### config.mk
export PLATFORM = sky130hd
export DESIGN_NAME = lock_code_sender
export DESIGN_NICKNAME = d
export VERILOG_FILES = /design/src/rtl/lock_pkg.sv /design/src/rtl/lock_gap_timer.sv /design/src/rtl/lock_code_sender.sv
export SDC_FILE = /design/constraint.sdc
export NUM_CORES = 1
export LEC_CHECK = 0
export BUFFER_PORTS_ARGS = -buffer_cell sky130_fd_sc_hd__buf_2
export CELL_PAD_IN_SITES_DETAIL_PLACEMENT = 1
export CELL_PAD_IN_SITES_GLOBAL_PLACEMENT = 2
export CORE_AREA = 2 2 83 53
export CTS_BUF_LIST = sky130_fd_sc_hd__clkbuf_8 sky130_fd_sc_hd__clkbuf_16
export CTS_CLUSTER_DIAMETER = 80
export DETAILED_ROUTE_END_ITERATION = 7
export DIE_AREA = 0 0 85 55
export PLACE_DENSITY = 0.83
export SYNTH_ARGS = -nofsm -noshare
export SYNTH_HDL_FRONTEND = slang
export SYNTH_HIERARCHICAL = 1
export SYNTH_SLANG_ARGS = --single-unit
### constraint.sdc
create_clock -name clk -period 5.6 [get_ports clk]
set_input_delay 0.84 -clock clk [delete_from_list [all_inputs] [get_ports clk]]
set_output_delay 0.84 -clock clk [all_outputs]
set_load 0.01 [all_outputs]
### src/rtl/lock_pkg.sv
// lock_pkg: state encoding and protocol constants shared by the lock code sender and receiver.
package lock_pkg;
   localparam int LOCK_N_DIGITS = 4;
   localparam int LOCK_DIGIT_W  = 4;
   localparam int LOCK_GAP      = 2;
   localparam int LOCK_BTN_NEXT  = 0;
   localparam int LOCK_BTN_ENTER = 1;
   localparam logic [2:0] ST_IDLE   = 3'd0;
   localparam logic [2:0] ST_NEXT_P = 3'd1;
   localparam logic [2:0] ST_NEXT_G = 3'd2;
   localparam logic [2:0] ST_ENT_P  = 3'd3;
   localparam logic [2:0] ST_ENT_G  = 3'd4;
   localparam logic [2:0] ST_DONE   = 3'd5;
   typedef enum logic [2:0] {
      IDLE   = ST_IDLE,
      NEXT_P = ST_NEXT_P,
      NEXT_G = ST_NEXT_G,
      ENT_P  = ST_ENT_P,
      ENT_G  = ST_ENT_G,
      DONE   = ST_DONE
   } state_t;
endpackage

### src/rtl/lock_gap_timer.sv
// lock_gap_timer: reloads to GAP on load_i and flags the last of GAP enabled cycles.
module lock_gap_timer #(
   parameter int GAP = 2
) (
   input  logic clk,
   input  logic rst_n,
   input  logic load_i,
   input  logic en_i,
   output logic expired_o
);
   localparam int CW = $clog2(GAP + 1);
   logic [CW-1:0] cnt_q, cnt_d;
   always_comb cnt_d = load_i ? CW'(GAP) : (en_i && cnt_q != '0) ? cnt_q - 1'b1 : cnt_q;
   assign expired_o = en_i && cnt_q == CW'(1);
   always_ff @(posedge clk or negedge rst_n)
      if (!rst_n) cnt_q <= '0;
      else        cnt_q <= cnt_d;
endmodule

### src/rtl/lock_code_sender.sv
// lock_code_sender: serialises a parallel N-digit code into next/enter pulses for the lock,
// highest digit first, each pulse followed by GAP idle cycles.
module lock_code_sender
   import lock_pkg::*;
#(
   parameter int N_DIGITS = LOCK_N_DIGITS,
   parameter int DIGIT_W  = LOCK_DIGIT_W,
   parameter int GAP      = LOCK_GAP
) (
   input  logic                         clk,
   input  logic                         rst_n,
   input  logic                         start_i,
   input  logic [N_DIGITS*DIGIT_W-1:0]  code_i,
   input  logic                         abort_i,
   output logic                         next_o,
   output logic                         enter_o,
   output logic                         busy_o,
   output logic                         done_o
);
   localparam int CW = N_DIGITS * DIGIT_W;
   localparam int IW = N_DIGITS > 1 ? $clog2(N_DIGITS) : 1;
   state_t             state_q, state_d;
   logic [CW-1:0]      shr_q, shr_d, shr_nx;
   logic [IW-1:0]      idx_q, idx_d;
   logic [DIGIT_W-1:0] cnt_q, cnt_d, dig_in, dig_nx;
   logic               gap_exp;
   // The digit being sent always sits in the top slot of the shift register.
   assign shr_nx = shr_q << DIGIT_W;
   assign dig_nx = shr_nx[CW-1 -: DIGIT_W];
   assign dig_in = code_i[CW-1 -: DIGIT_W];
   always_comb begin
      state_d = state_q;
      shr_d   = shr_q;
      idx_d   = idx_q;
      cnt_d   = cnt_q;
      unique case (state_q)
         IDLE: if (start_i) begin
            shr_d   = code_i;
            idx_d   = IW'(N_DIGITS - 1);
            cnt_d   = dig_in;
            state_d = dig_in != '0 ? NEXT_P : ENT_P;
         end
         NEXT_P: begin
            cnt_d   = cnt_q - 1'b1;
            state_d = NEXT_G;
         end
         NEXT_G: if (gap_exp) state_d = cnt_q != '0 ? NEXT_P : ENT_P;
         ENT_P:  state_d = ENT_G;
         ENT_G: if (gap_exp) begin
            if (idx_q == '0) state_d = DONE;
            else begin
               idx_d   = idx_q - 1'b1;
               shr_d   = shr_nx;
               cnt_d   = dig_nx;
               state_d = dig_nx != '0 ? NEXT_P : ENT_P;
            end
         end
         DONE:    state_d = IDLE;
         default: state_d = IDLE;
      endcase
      if (abort_i && state_q != IDLE) state_d = IDLE;
   end
   assign next_o  = state_q == NEXT_P;
   assign enter_o = state_q == ENT_P;
   assign done_o  = state_q == DONE;
   assign busy_o  = state_q != IDLE && state_q != DONE;
   lock_gap_timer #(.GAP(GAP)) u_gap (
      .clk       (clk),
      .rst_n     (rst_n),
      .load_i    (next_o || enter_o),
      .en_i      (state_q == NEXT_G || state_q == ENT_G),
      .expired_o (gap_exp)
   );
   always_ff @(posedge clk or negedge rst_n)
      if (!rst_n) begin
         state_q <= IDLE;
         shr_q   <= '0;
         idx_q   <= '0;
         cnt_q   <= '0;
      end else begin
         state_q <= state_d;
         shr_q   <= shr_d;
         idx_q   <= idx_d;
         cnt_q   <= cnt_d;
      end
endmodule

# Word level (Yosys, flattened, before mapping)
# Index checks and enable logic that the tools add are counted.
# word_totals
ff_bits,23
elab_cells,63
# op_classes
addsub,3
n_mux,23
n_eq_ne,13
reduce_logical,19
# ops
cell,count
2-to-1 mux 12 bit,3
case mux 12 bit (2 select lines),1
2-to-1 mux 2 bit,8
2-to-1 mux 3 bit,5
case mux 3 bit (5 select lines),1
2-to-1 mux 4 bit,3
"inequality test 3 bit, second input constant",4
case mux 4 bit (3 select lines),1
nonzero test 4 bit,3
AND reduction 4 bit,2
"== test 3 x 2 -> 1 bit, second input constant",2
"== test 3 bit, second input constant",2
"inequality test 2 bit, second input constant",3
nonzero test 2 bit,3
nonzero test 3 bit,2
logical AND 1 bit,4
case mux 2 bit (2 select lines),1
"subtractor 2 x 1 -> 2 bit, second input constant",2
"subtractor 4 x 1 -> 4 bit, second input constant",1
"== test 3 x 1 -> 1 bit, second input constant",1
logical NOT 3 bit,1
AND reduction 3 bit,1
"== test 2 x 1 -> 1 bit, second input constant",1
logical NOT 2 bit,1
logical OR 1 bit,2

# Depth between registers and ports, before layout
# Gate-level depths: netlist of run 1.
# depth
depth_word,6
ltp_mapped,10
depth_no_buf,7

# Cells and area by module
# Netlist of run 1, hierarchy kept.
# by_module_without_submodules
mod,instances,seq_area_each_um2,cells_per_inst,area_each_um2
lock_code_sender,1,525.5,139,1224.9
lock_gap_timer,1,50.0,14,142.6

# Worst setup path before layout of run 1
# Ideal clock, no wire load.
# synth_timing
path_kind,reg2reg
from,reg state_q[2]
to,reg shr_q[11]
setup_ns,0.127
path_stages_with_launch,10
slack_ns,3.650
arrival_time_ns,1.823
required_time_ns,5.473
cell_sequence,dfrtp_1 buf_4 clkbuf_1 xnor2_1 nor2_1 and2_1 and3b_1 o21ai_2 buf_2 o21ai_0
# synth_via
elab_chain_cells,5
# synth_rtl
element,line_no,source
from (decl),lock_code_sender.sv:22,"state_t state_q, state_d;"
from (signal assigned),lock_code_sender.sv:81,state_q <= state_d;
== test 3 x 2 -> 1 bit / == test 3 bit (equally long branches),lock_code_sender.sv:71,".en_i (state_q == NEXT_G || state_q == ENT_G),"
logical OR 1 bit (*),lock_code_sender.sv:71,
logical AND 1 bit (*),lock_gap_timer.sv:14,assign expired_o = en_i && cnt_q == CW'(1);
via gap_exp,lock_code_sender.sv:26,logic gap_exp;
inequality test 2 bit (no line) (*),n/a,
AND reduction 4 bit (no line) (*),n/a,
to (signal assigned),lock_code_sender.sv:82,shr_q <= shr_d;
to (decl),lock_code_sender.sv:23,"logic [CW-1:0] shr_q, shr_d, shr_nx;"
# Mark *: on every way through the listed nets, which the timed path passes. The rest lies on a longest branch.
# A chain may end at the register's enable or synchronous reset.

# Worst setup path after layout of run 1
# layout_timing
from,reg state_q[2]
to,reg shr_q[5]
# Same word-level chain as after synthesis.

==> flow_metrics.env, run 1 <==
export IMPL_setup_slack_ns=3.09
export IMPL_synth_top_area_cell="dfrtp_1"
export IMPL_hold_depth=2
export IMPL_syn_nets=177
export IMPL_grt_pass1_wl_um=5400
export IMPL_io_buffers=23
export IMPL_max_slew_margin_pct=39.7
export IMPL_nets=197
export IMPL_skew_ns=0.00751
export IMPL_synthFlopType="dfrtp_1"
export IMPL_routed_via_density=5.19
export IMPL_rows=18
export IMPL_netlist_area_um2=1370
export IMPL_r2r_cells=6
export IMPL_worstHoldStart="shr_q[2]"
export IMPL_cts_resized=0
export IMPL_ys_ff_latch=23
export IMPL_coreArea_um2=3940
export IMPL_die_y_um=55
export IMPL_hold_end="shr_q[2]"
export IMPL_cts_tree="yes"
export IMPL_route_detailed_drc=0
export IMPL_synth_top_area_share_pct=42.1
export IMPL_cap_violations=0
export IMPL_rsz0062_at_grt="no"
export IMPL_reg2reg_from="state_q[2]"
export IMPL_tightest_slew_ns=0.904
export IMPL_cts_made_buffers=3
export IMPL_finalSetupTns_ns=0
export IMPL_place_congestion=0.810
export IMPL_ys_warn_count=6
export IMPL_post_place_ws_ns=3.09
export IMPL_ys_types=38
export IMPL_cts_sinks=23
export IMPL_worstPathRequired_ns=5.71
export IMPL_ios=24
export IMPL_place_hpwl_um=2320
export IMPL_grt_util_all_layers_pct=15.1
export IMPL_syn_area_per_cell_um2=8.94
export IMPL_die_width_um=85
export IMPL_cp_max_fo=28
export IMPL_vias=1153
export IMPL_initial_core_util_pct=34.7
export IMPL_grt_overflow=0
export IMPL_grt_pass1_vias=1176
export IMPL_worstSetupEndpointType="flip-flop"
export IMPL_p_leak_uw=0.000795
export IMPL_pwr_share_comb_pct=42.1
export IMPL_layout_drive_gt1_share_pct=17.4
export IMPL_period_needed_ns=2.51
export IMPL_syn_inst=153
export IMPL_synthArstFlopShare_pct=100
export IMPL_n_fill_cell=482
export IMPL_wl_per_cell_um=14.1
export IMPL_diodes=0
export IMPL_start_kind="flip-flop"
export IMPL_hold_viol_final=0
export IMPL_area_growth_pct=12.4
export IMPL_antenna_found_initial=0
export IMPL_status="finished clean"
export IMPL_dpl_cell_area_um2=1490
export IMPL_crit_arrival_ns=2.62
export IMPL_ant_nets=0
export IMPL_internal_power_uw=420
export IMPL_synth_edf_count=0
export IMPL_synthTopCellsByArea="dfrtp_1 (42%), mux2i_1 (6.6%), o21ai_0 (6.2%), nand2_1 (5.5%), a21oi_1 (3.7%)"
export IMPL_p_clk_share_pct=14.6
export IMPL_clkTransAtPathRegs_ns=0.09
export IMPL_final_util_pct=39.0
export IMPL_yosysSeqAreaShare_pct=42.1
export IMPL_ff2ff_setup_slack_ns=3.09
export IMPL_pwr_share_seq_pct=43.2
export IMPL_drtIter0Drc=47
export IMPL_crit_type="flip-flop to flip-flop"
export IMPL_swShare_pct=41.4
export IMPL_cts_root_buf="clkbuf_8"
export IMPL_slew_violations=0
export IMPL_grt_max_degree=29
export IMPL_wl_um=3130
export IMPL_dieArea_um2=4680
export IMPL_final_period_utilization_pct=44.8
export IMPL_max_freq_mhz=399
export IMPL_design_area_um2=1540
export IMPL_setup_violations=0
export IMPL_drt_first_pass_iters=4
export IMPL_ctsLongestPathBuffers=2
export IMPL_cts_htree_levels=1
export IMPL_hold_class="flip-flop to flip-flop"
export IMPL_power_density_nw_per_um2=466
export IMPL_clk_insertion_delay_late_ns=0.27
export IMPL_p_sw_uw=296
export IMPL_ir_drop_mv=0.178
export IMPL_rr_endpoint="shr_q[5]"
export IMPL_postCtsSetupBuffers=0
export IMPL_holdBufCountCts=0
## how the worst max path moves through the flow
stage,start,end,slack [ns],depth (start not counted)
after floorplan,state_q[2],shr_q[11],3.65,9
after global placement,state_q[2],shr_q[2],3.25,6
after detailed placement,state_q[2],shr_q[5],3.09,6
after CTS,state_q[2],shr_q[5],3.08,6
after global routing,state_q[2],idx_q[1],2.83,7
final,state_q[2],shr_q[5],3.09,6
## power by group through the flow
stage                     Clock (uW)  Combinational [uW]  Sequential, uW
after floorplan                    0                 258             273
after global placement             0                 288             307
after detailed placement           0                 304             314
after CTS                        111                 305             309
after global routing             118                 346             322
final                            105                 302             309
## layout by cell type (no fill, tap or decap), types with 2 or more instances in the layout
master     netlist  layout
a21oi_1         10      10
o21bai_1         2       2
clkbuf_8         0       3
dfrtp_1         23      23
nor2_1          11      11
nand2b_1         5       5
and2_1           2       2
mux2i_1          9       9
o22ai_1          4       4
inv_1           10      11
buf_2            3      23
and2b_1          2       2
ha_1             4       4
nor3_1           2       2
o21ai_0         17      17
or3b_1           2       2
a2bb2oi_1        2       2
nand3_1          2       2
nand2_1         20      20
nor4_1           2       2
## cell families after synthesis
family                     count (synthesis)  share of synthesized area, %
AOI/OAI and AO/OA                         40                          17.1
adders and majority gates                  4                          3.66
DFF                                       23                          42.1
and+or+nand+nor                           56                          21.4
muxes                                     11                          8.51
buffers and inverters                     18                          6.59
xor gates and xnor gates                   1                         0.641
## state kept, by name, indices dropped and copies added (netlist names)
signal,count
shr_q,12
u_gap/cnt_q,2
idx_q,2
state_q,3
cnt_q,4
## cells in the mapped netlist (2+ instances only)
cell and n:
o21ai_0 17, nor4_1 2, dfrtp_1 23, or3b_1 2, nor2_1 11, inv_1 10, nand2b_1 5, ha_1 4
buf_2 3, o21bai_1 2, a21oi_1 10, buf_6 2, clkbuf_1 2, nor3_1 2, and2_1 2, and2b_1 2
nand3_1 2, nand2_1 20, mux2i_1 9, a2bb2oi_1 2, o22ai_1 4
## metrics by stage
| stage | hold slack, ns | instances | power (uW) |
|---|---|---|---|
| after detailed placement | 0.470 | 218 | 617 |
| after global routing | 0.532 | 222 | 786 |
| after global placement | 0.461 | 218 | 595 |
| after floorplan | 0.449 | 153 | 531 |
| final | 0.484 | 222 | 716 |
| after CTS | 0.489 | 222 | 726 |
## routing by layer
layer | global-route usage [%] | vias to the layer above | share of wire [%]
met1 | 18.7 | 563 | 49
met3 | 4.15 | 4 | 3.8
met2 | 26.2 | 18 | 46
li1 | - | 568 | -
met4 | 5.56 | 0 | 0.80
met5 | 0 | - | 0
## critical path: stages, from the launching register on
cell and delay, ns:
dfrtp_1 0.69, xnor2_1 0.18, nor2_1 0.08, and2_1 0.25, and3b_1 0.20, o21ai_2 0.70, o21ai_0 0.23
## layout make-up
cell class / count / area, um^2 / area share (%)
Clock buffer: 3 / 41.3 / 2.69
Clock inverter: 1 / 3.75 / 0.244
Inverter: 10 / 37.5 / 2.44
Multi-Input combinational cell: 112 / 702 / 45.6
Sequential cell: 23 / 576 / 37.4
Tap cell: 50 / 62.6 / 4.07
Timing Repair Buffer: 23 / 115 / 7.49
Power figures use the tool's default switching activity.
==> inputs of run 2 (changes only) <==
--- a/config.mk
+++ b/config.mk
@@ -8,12 +8,12 @@
 export BUFFER_PORTS_ARGS = -buffer_cell sky130_fd_sc_hd__buf_2
 export CELL_PAD_IN_SITES_DETAIL_PLACEMENT = 1
 export CELL_PAD_IN_SITES_GLOBAL_PLACEMENT = 2
-export CORE_AREA = 2 2 83 53
+export CORE_AREA = 2 2 87 55
 export CTS_BUF_LIST = sky130_fd_sc_hd__clkbuf_8 sky130_fd_sc_hd__clkbuf_16
 export CTS_CLUSTER_DIAMETER = 80
 export DETAILED_ROUTE_END_ITERATION = 7
-export DIE_AREA = 0 0 85 55
-export PLACE_DENSITY = 0.83
+export DIE_AREA = 0 0 89 57
+export PLACE_DENSITY = 0.77
 export SYNTH_ARGS = -nofsm -noshare
 export SYNTH_HDL_FRONTEND = slang
 export SYNTH_HIERARCHICAL = 1
==> constraint.sdc (replaced) <==
create_clock -name clk -period 2.4 [get_ports clk]
set_input_delay 0.36 -clock clk [delete_from_list [all_inputs] [get_ports clk]]
set_output_delay 0.36 -clock clk [all_outputs]
set_load 0.01 [all_outputs]
==> run 2 against run 1 <==
Against the previous run: critical path depth down 2; global-route usage grew 0.34 points; design area grew 3.0%; die area increased by 8.5%; first-iteration DRC count up 30%; register-to-register slack got worse by 2.7 ns; core utilization decreased by 2.8 points; cell count grew 7.7%; sequential cell count did not move; power increased by 140%; combinational power grew to 2.6 times the previous value.
==> flow_metrics.env, run 2 (synthesis gave the netlist of run 1 again) <==
export IMPL_status="finished clean"
export IMPL_cp_slowest_stage_delay_ns=0.61
export IMPL_path_buf_inv=2
export IMPL_holdBufCountCts=0
export IMPL_p_sw_uw=721
export IMPL_antenna_found_initial=0
export IMPL_hold_class="input port to async pin"
export IMPL_initial_core_util_pct=31.3
export IMPL_cp_top_family="flip-flops"
export IMPL_cts_resized=0
export IMPL_post_place_ws_ns=0.422
export IMPL_layout_drive_gt1_share_pct=19.3
export IMPL_cp_startpoint="state_q[0]"
export IMPL_slew_violations=0
export IMPL_cts_sinks=23
export IMPL_die_y_um=57
export IMPL_grt_overflow=0
export IMPL_ff2ff_setup_slack_ns=0.40
export IMPL_cts_made_buffers=3
export IMPL_drt_first_pass_iters=4
export IMPL_max_slew_margin_pct=63.6
export IMPL_route_detailed_drc=0
export IMPL_cp_max_fo=14
export IMPL_cap_violations=0
export IMPL_crit_type="flip-flop to primary output"
export IMPL_design_area_um2=1580
export IMPL_io_buffers=23
export IMPL_area_growth_pct=15.8
export IMPL_setup_slack_ns=0.394
export IMPL_postCtsSetupBuffers=0
export IMPL_layout_common_cells="dfrtp_1 (23), buf_2 (23), nand2_1 (20), o21ai_0 (17)"
export IMPL_tightest_slew_ns=0.546
export IMPL_pwr_share_comb_pct=44.9
export IMPL_p_clk_share_pct=14.4
export IMPL_crit_arrival_ns=1.65
export IMPL_worstSetupEndpointType="primary output"
export IMPL_routed_via_density=5.00
export IMPL_final_period_utilization_pct=83.6
export IMPL_diodes=0
export IMPL_clk_insertion_delay_late_ns=0.27
export IMPL_setup_violations=0
export IMPL_cts_htree_levels=1
export IMPL_coreArea_um2=4370
export IMPL_dpl_cell_area_um2=1540
export IMPL_drtIter0Drc=61
export IMPL_max_freq_mhz=499
export IMPL_place_congestion=0.816
export IMPL_grt_util_all_layers_pct=15.5
export IMPL_reg2reg_from="state_q[2]"
export IMPL_swShare_pct=41.8
export IMPL_skew_ns=0.00626
export IMPL_worstPathRequired_ns=2.04
export IMPL_wl_um=3530
export IMPL_vias=1195
export IMPL_r2r_cells=8
export IMPL_ios=24
export IMPL_n_fill_cell=538
export IMPL_clkTransAtPathRegs_ns=0.09
export IMPL_cts_tree="yes"
export IMPL_start_kind="flip-flop"
export IMPL_period_needed_ns=2.01
export IMPL_nets=201
export IMPL_grt_pass1_vias=1206
export IMPL_ctsLongestPathBuffers=2
export IMPL_rows=19
export IMPL_die_width_um=89
export IMPL_power_density_nw_per_um2=1090
export IMPL_rsz0062_at_grt="no"
export IMPL_hold_viol_final=0
export IMPL_ant_nets=0
export IMPL_ir_drop_mv=0.306
export IMPL_slowest_stage="dfrtp_1"
export IMPL_pwr_share_seq_pct=40.6
export IMPL_finalSetupTns_ns=0
export IMPL_reg_top3="shr_q (12), cnt_q (4), state_q (3)"
export IMPL_grt_pass1_wl_um=6030
export IMPL_p_leak_uw=0.000814
export IMPL_wl_per_cell_um=14.7
export IMPL_rr_endpoint="idx_q[0]"
export IMPL_internal_power_uw=1000
export IMPL_cts_root_buf="clkbuf_8"
export IMPL_grt_max_degree=29
export IMPL_place_hpwl_um=2710
export IMPL_dieArea_um2=5070
export IMPL_path_cells="nand2b_1 -> inv_1 -> and2_1 -> buf_2"
export IMPL_largest_reg_flops=12
export IMPL_top_register="shr_q"
-- run 2: worst max path at each step --
| stage | end | slack (ns) | cells past startpoint |
|---|---|---|---|
| 4_1_cts | idx_q[0] | 0.40 | 8 |
| 5_1_grt | idx_q[0] | 0.22 | 8 |
| 3_3_place_gp | idx_q[0] | 0.55 | 8 |
| 3_5_place_dp | idx_q[0] | 0.42 | 8 |
| 6_report | enter_o | 0.39 | 4 |
| 2_1_floorplan | shr_q[11] | 0.45 | 9 |
-- run 2: power by group through the flow --
stage | logic [uW] | clock network [uW] | registers (uW)
floorplan | 602 | 0 | 637
global placement | 747 | 0 | 693
detailed placement | 779 | 0 | 710
CTS | 786 | 259 | 702
global route | 879 | 277 | 731
finish | 775 | 249 | 701
-- run 2: metrics by stage --
step	hold slack, ns	util (%)	cells	power (uW)
after global routing	0.101	36.2	239	1890
after detailed placement	0.390	35.2	235	1490
final	0.0563	36.2	239	1730
after CTS	0.0882	36.2	239	1750
after global placement	0.371	35.2	235	1440
after floorplan	0.0644	-	153	1240
-- run 2: cell type report --
type	instances	area (um^2)	area share [%]
timing repair buffer	27	145	9.16
sequential	23	576	36.3
inverter	10	37.5	2.37
multi-input combinational	112	702	44.3
clock buffer	3	41.3	2.61
tap	63	78.8	4.98
clock inverter	1	3.75	0.237
-- run 2: metal layers --
layer / global-route usage [%] / wire [um]
met1: 21.7 / 1720
met2: 24.5 / 1660
met3: 4.34 / 115
met4: 2.56 / 25
met5: 0 / 0
==> inputs of run 3 (changes only) <==
--- a/config.mk
+++ b/config.mk
@@ -5,15 +5,16 @@
 export SDC_FILE = /design/constraint.sdc
 export NUM_CORES = 1
 export LEC_CHECK = 0
+export ABC_AREA = 1
 export BUFFER_PORTS_ARGS = -buffer_cell sky130_fd_sc_hd__buf_2
 export CELL_PAD_IN_SITES_DETAIL_PLACEMENT = 1
 export CELL_PAD_IN_SITES_GLOBAL_PLACEMENT = 2
-export CORE_AREA = 2 2 87 55
+export CORE_AREA = 2 2 100 63
 export CTS_BUF_LIST = sky130_fd_sc_hd__clkbuf_8 sky130_fd_sc_hd__clkbuf_16
 export CTS_CLUSTER_DIAMETER = 80
 export DETAILED_ROUTE_END_ITERATION = 7
-export DIE_AREA = 0 0 89 57
-export PLACE_DENSITY = 0.77
+export DIE_AREA = 0 0 102 65
+export PLACE_DENSITY = 0.73
 export SYNTH_ARGS = -nofsm -noshare
 export SYNTH_HDL_FRONTEND = slang
 export SYNTH_HIERARCHICAL = 1
==> constraint.sdc (replaced) <==
create_clock -name clk -period 1.68 [get_ports clk]
set_input_delay 0.252 -clock clk [delete_from_list [all_inputs] [get_ports clk]]
set_output_delay 0.252 -clock clk [all_outputs]
set_load 0.01 [all_outputs]
==> run 3 against run 2 <==
Against the previous run: global-route usage decreased by 1.6 points; count of clock-buffer cells in the layout unchanged; highest routed layer unchanged; critical endpoint unchanged; largest power group unchanged; worst setup slack got worse by 0.33 ns; first-iteration DRC count decreased by 49%; power increased by 98%; register-to-register slack got worse by 0.30 ns; die area increased by 31%; via count increased by 19%; sequential share of layout area decreased by 5.8 points.
==> flow_metrics.env, run 3 <==
export IMPL_status="finished clean"
export IMPL_route_detailed_drc=0
export IMPL_slew_violations=0
export IMPL_hold_viol_final=0
export IMPL_top_register="shr_q"
export IMPL_syn_nets=244
export IMPL_period_needed_ns=1.61
export IMPL_clk_insertion_delay_late_ns=0.27
export IMPL_hold_worst_slack_ns=0.266
export IMPL_ant_nets=0
export IMPL_p_leak_uw=0.00106
export IMPL_die_y_um=65
export IMPL_synth_xor_area_share_pct=0.584
export IMPL_wl_um=4090
export IMPL_routed_via_density=4.18
export IMPL_vias=1427
export IMPL_cts_htree_levels=1
export IMPL_worstPathRequired_ns=1.43
export IMPL_yosysMostFrequentCell="nand2_1"
export IMPL_ios=24
export IMPL_ctsLongestPathBuffers=2
export IMPL_cap_violations=0
export IMPL_mostFrequentLayoutCell="nand2_1"
export IMPL_wl_per_cell_um=12.0
export IMPL_path_cells="buf_4 -> buf_4 -> nor3_4 -> buf_2"
export IMPL_muxShareOfSynthArea_pct=0
export IMPL_cp_startpoint="state_q[2]"
export IMPL_cts_made_buffers=3
export IMPL_synth_edf_count=0
export IMPL_ys_warn_count=6
export IMPL_synthArstFlopShare_pct=100
export IMPL_diodes=0
export IMPL_clkTransAtPathRegs_ns=0.09
export IMPL_yosysSeqAreaShare_pct=38.4
export IMPL_grt_util_all_layers_pct=13.8
export IMPL_power_density_nw_per_um2=1810
export IMPL_die_width_um=102
export IMPL_coreArea_um2=5840
export IMPL_synthFlopType="dfrtp_1"
export IMPL_place_inst=335
export IMPL_cp_slowest_stage_delay_ns=0.41
export IMPL_crit_arrival_ns=1.36
export IMPL_initial_core_util_pct=25.7
export IMPL_synth_top_family_by_area="simple AND/OR/NAND/NOR gates"
export IMPL_grt_pass1_wl_um=7000
export IMPL_netlist_area_um2=1500
export IMPL_final_period_utilization_pct=95.9
export IMPL_nets=282
export IMPL_worstSetupEndpointType="primary output"
export IMPL_synth_top_area_share_pct=38.4
export IMPL_grt_overflow=0
export IMPL_slowest_stage="dfrtp_1"
export IMPL_design_area_um2=1890
export IMPL_io_buffers=23
export IMPL_antenna_found_initial=0
export IMPL_cts_root_buf="clkbuf_8"
export IMPL_drt_first_pass_iters=4
export IMPL_synthTopCellsByArea="dfrtp_1 (38%), nand2_1 (26%), inv_1 (6.0%), nand3_1 (4.7%), nor2_1 (4.0%)"
export IMPL_syn_inst=220
export IMPL_syn_area_per_cell_um2=6.81
export IMPL_cp_max_fo=4
export IMPL_start_kind="flip-flop"
export IMPL_ir_drop_mv=0.539
export IMPL_layout_common_cells="nand2_1 (101), buf_2 (23), inv_1 (22), dfrtp_1 (22), nor2_1 (15)"
export IMPL_setup_violations=0
export IMPL_synth_top_area_cell="dfrtp_1"
export IMPL_synth_common_cells="nand2_1 (104), inv_1 (24), dfrtp_1 (23), nor2_1 (16), nand3_1 (14)"
export IMPL_max_freq_mhz=620
export IMPL_fin_cells=341
export IMPL_worstHoldStart="code_i[3]"
export IMPL_dieArea_um2=6630
export IMPL_cts_tree="yes"
export IMPL_reg_top3="shr_q (12), cnt_q (4), state_q (3)"
export IMPL_synth_compound_area_share_pct=4.34
export IMPL_ys_types=23
export IMPL_max_slew_margin_pct=61.5
export IMPL_place_hpwl_um=3110
export IMPL_dpl_cell_area_um2=1770
export IMPL_place_congestion=0.857
export IMPL_grt_max_degree=24
export IMPL_reg2reg_from="state_q[2]"
export IMPL_crit_type="flip-flop to primary output"
export IMPL_largest_reg_flops=12
export IMPL_ys_ff_latch=23
export IMPL_skew_ns=0.00400
export IMPL_grt_pass1_vias=1444
export IMPL_synth_simple_area_share_pct=42.2
export IMPL_drtIter0Drc=31
export IMPL_crit_top_cell="buf_4"
export IMPL_tightest_slew_ns=0.577
export IMPL_rows=22
export IMPL_synth_fa_ha_area_share_pct=3.34
export IMPL_area_growth_pct=26.0
export IMPL_cts_sinks=23
export IMPL_hold_class="input port to flip-flop"
export IMPL_n_fill_cell=755
export IMPL_layout_drive_gt1_share_pct=26.1
## run 3: cell families after synthesis
group	count (synthesis)
xor gates and xnor gates	1
DFF	23
AOI/OAI and AO/OA	10
and+or+nand+nor	149
adders and majority gates	4
buffers and inverters	33
## run 3: worst max-delay path, delay by kind of cell (launching register included)
kind,cells,cell delay [ns]
buffers and inverters,3,0.48
flip-flops,1,0.41
AND/OR/NAND/NOR,1,0.20
## run 3: report_power, final
group	internal, uW	leakage (uW)	switching (uW)
clock	166	0.0000255	199
sequential	818	0.000278	201
combinational	794	0.000756	1240
## run 3: final timing paths
check	to	slack (ns)	depth (start not counted)
worst max register to register	idx_q[0]	0.10	9
worst min register to register	idx_q[1]	0.48	2
max in group asynchronous	state_q[1]	0.76	2
worst max-delay path	enter_o	0.07	4
min in group asynchronous	u_gap/cnt_q[1]	0.50	2
worst min-delay path	shr_q[3]	0.27	5
## run 3: repair_timing
action	in CTS	in global routing
gates resized for setup	3	9
hold buffers	1	0
gates cloned	0	0
endpoints found under the hold margin	23	0
setup buffers	0	2
setup endpoints to repair	14	21
## run 3: per-stage QoR
step | worst slack (ns) | setup TNS [ns] | util, % | power [uW]
after floorplan | 0.0727 | 0 | - | 2350
after CTS | 0.0181 | 0 | 31.6 | 3330
after detailed placement | -0.125 | -0.934 | 30.4 | 2920
after global routing | -0.0296 | -0.0748 | 32.4 | 3810
after global placement | -0.0120 | -0.0120 | 30.4 | 2860
final | 0.0681 | 0 | 32.4 | 3410
## run 3: area by class of cell
cell class | instances | area (um^2) | area share [%]
multi-input combinational | 164 | 795 | 42.1
clock inverter | 1 | 5.00 | 0.265
tap | 84 | 105 | 5.56
inverter | 27 | 104 | 5.50
timing repair buffer | 39 | 263 | 13.9
sequential | 23 | 577 | 30.5
clock buffer | 3 | 41.3 | 2.19
## run 3: routing by layer
metal  GRT usage (%)  share of wire (%)
met1            20.0                 55
met5               0                  0
met4            3.50                1.0
met2            20.9                 41
met3            2.91                2.9
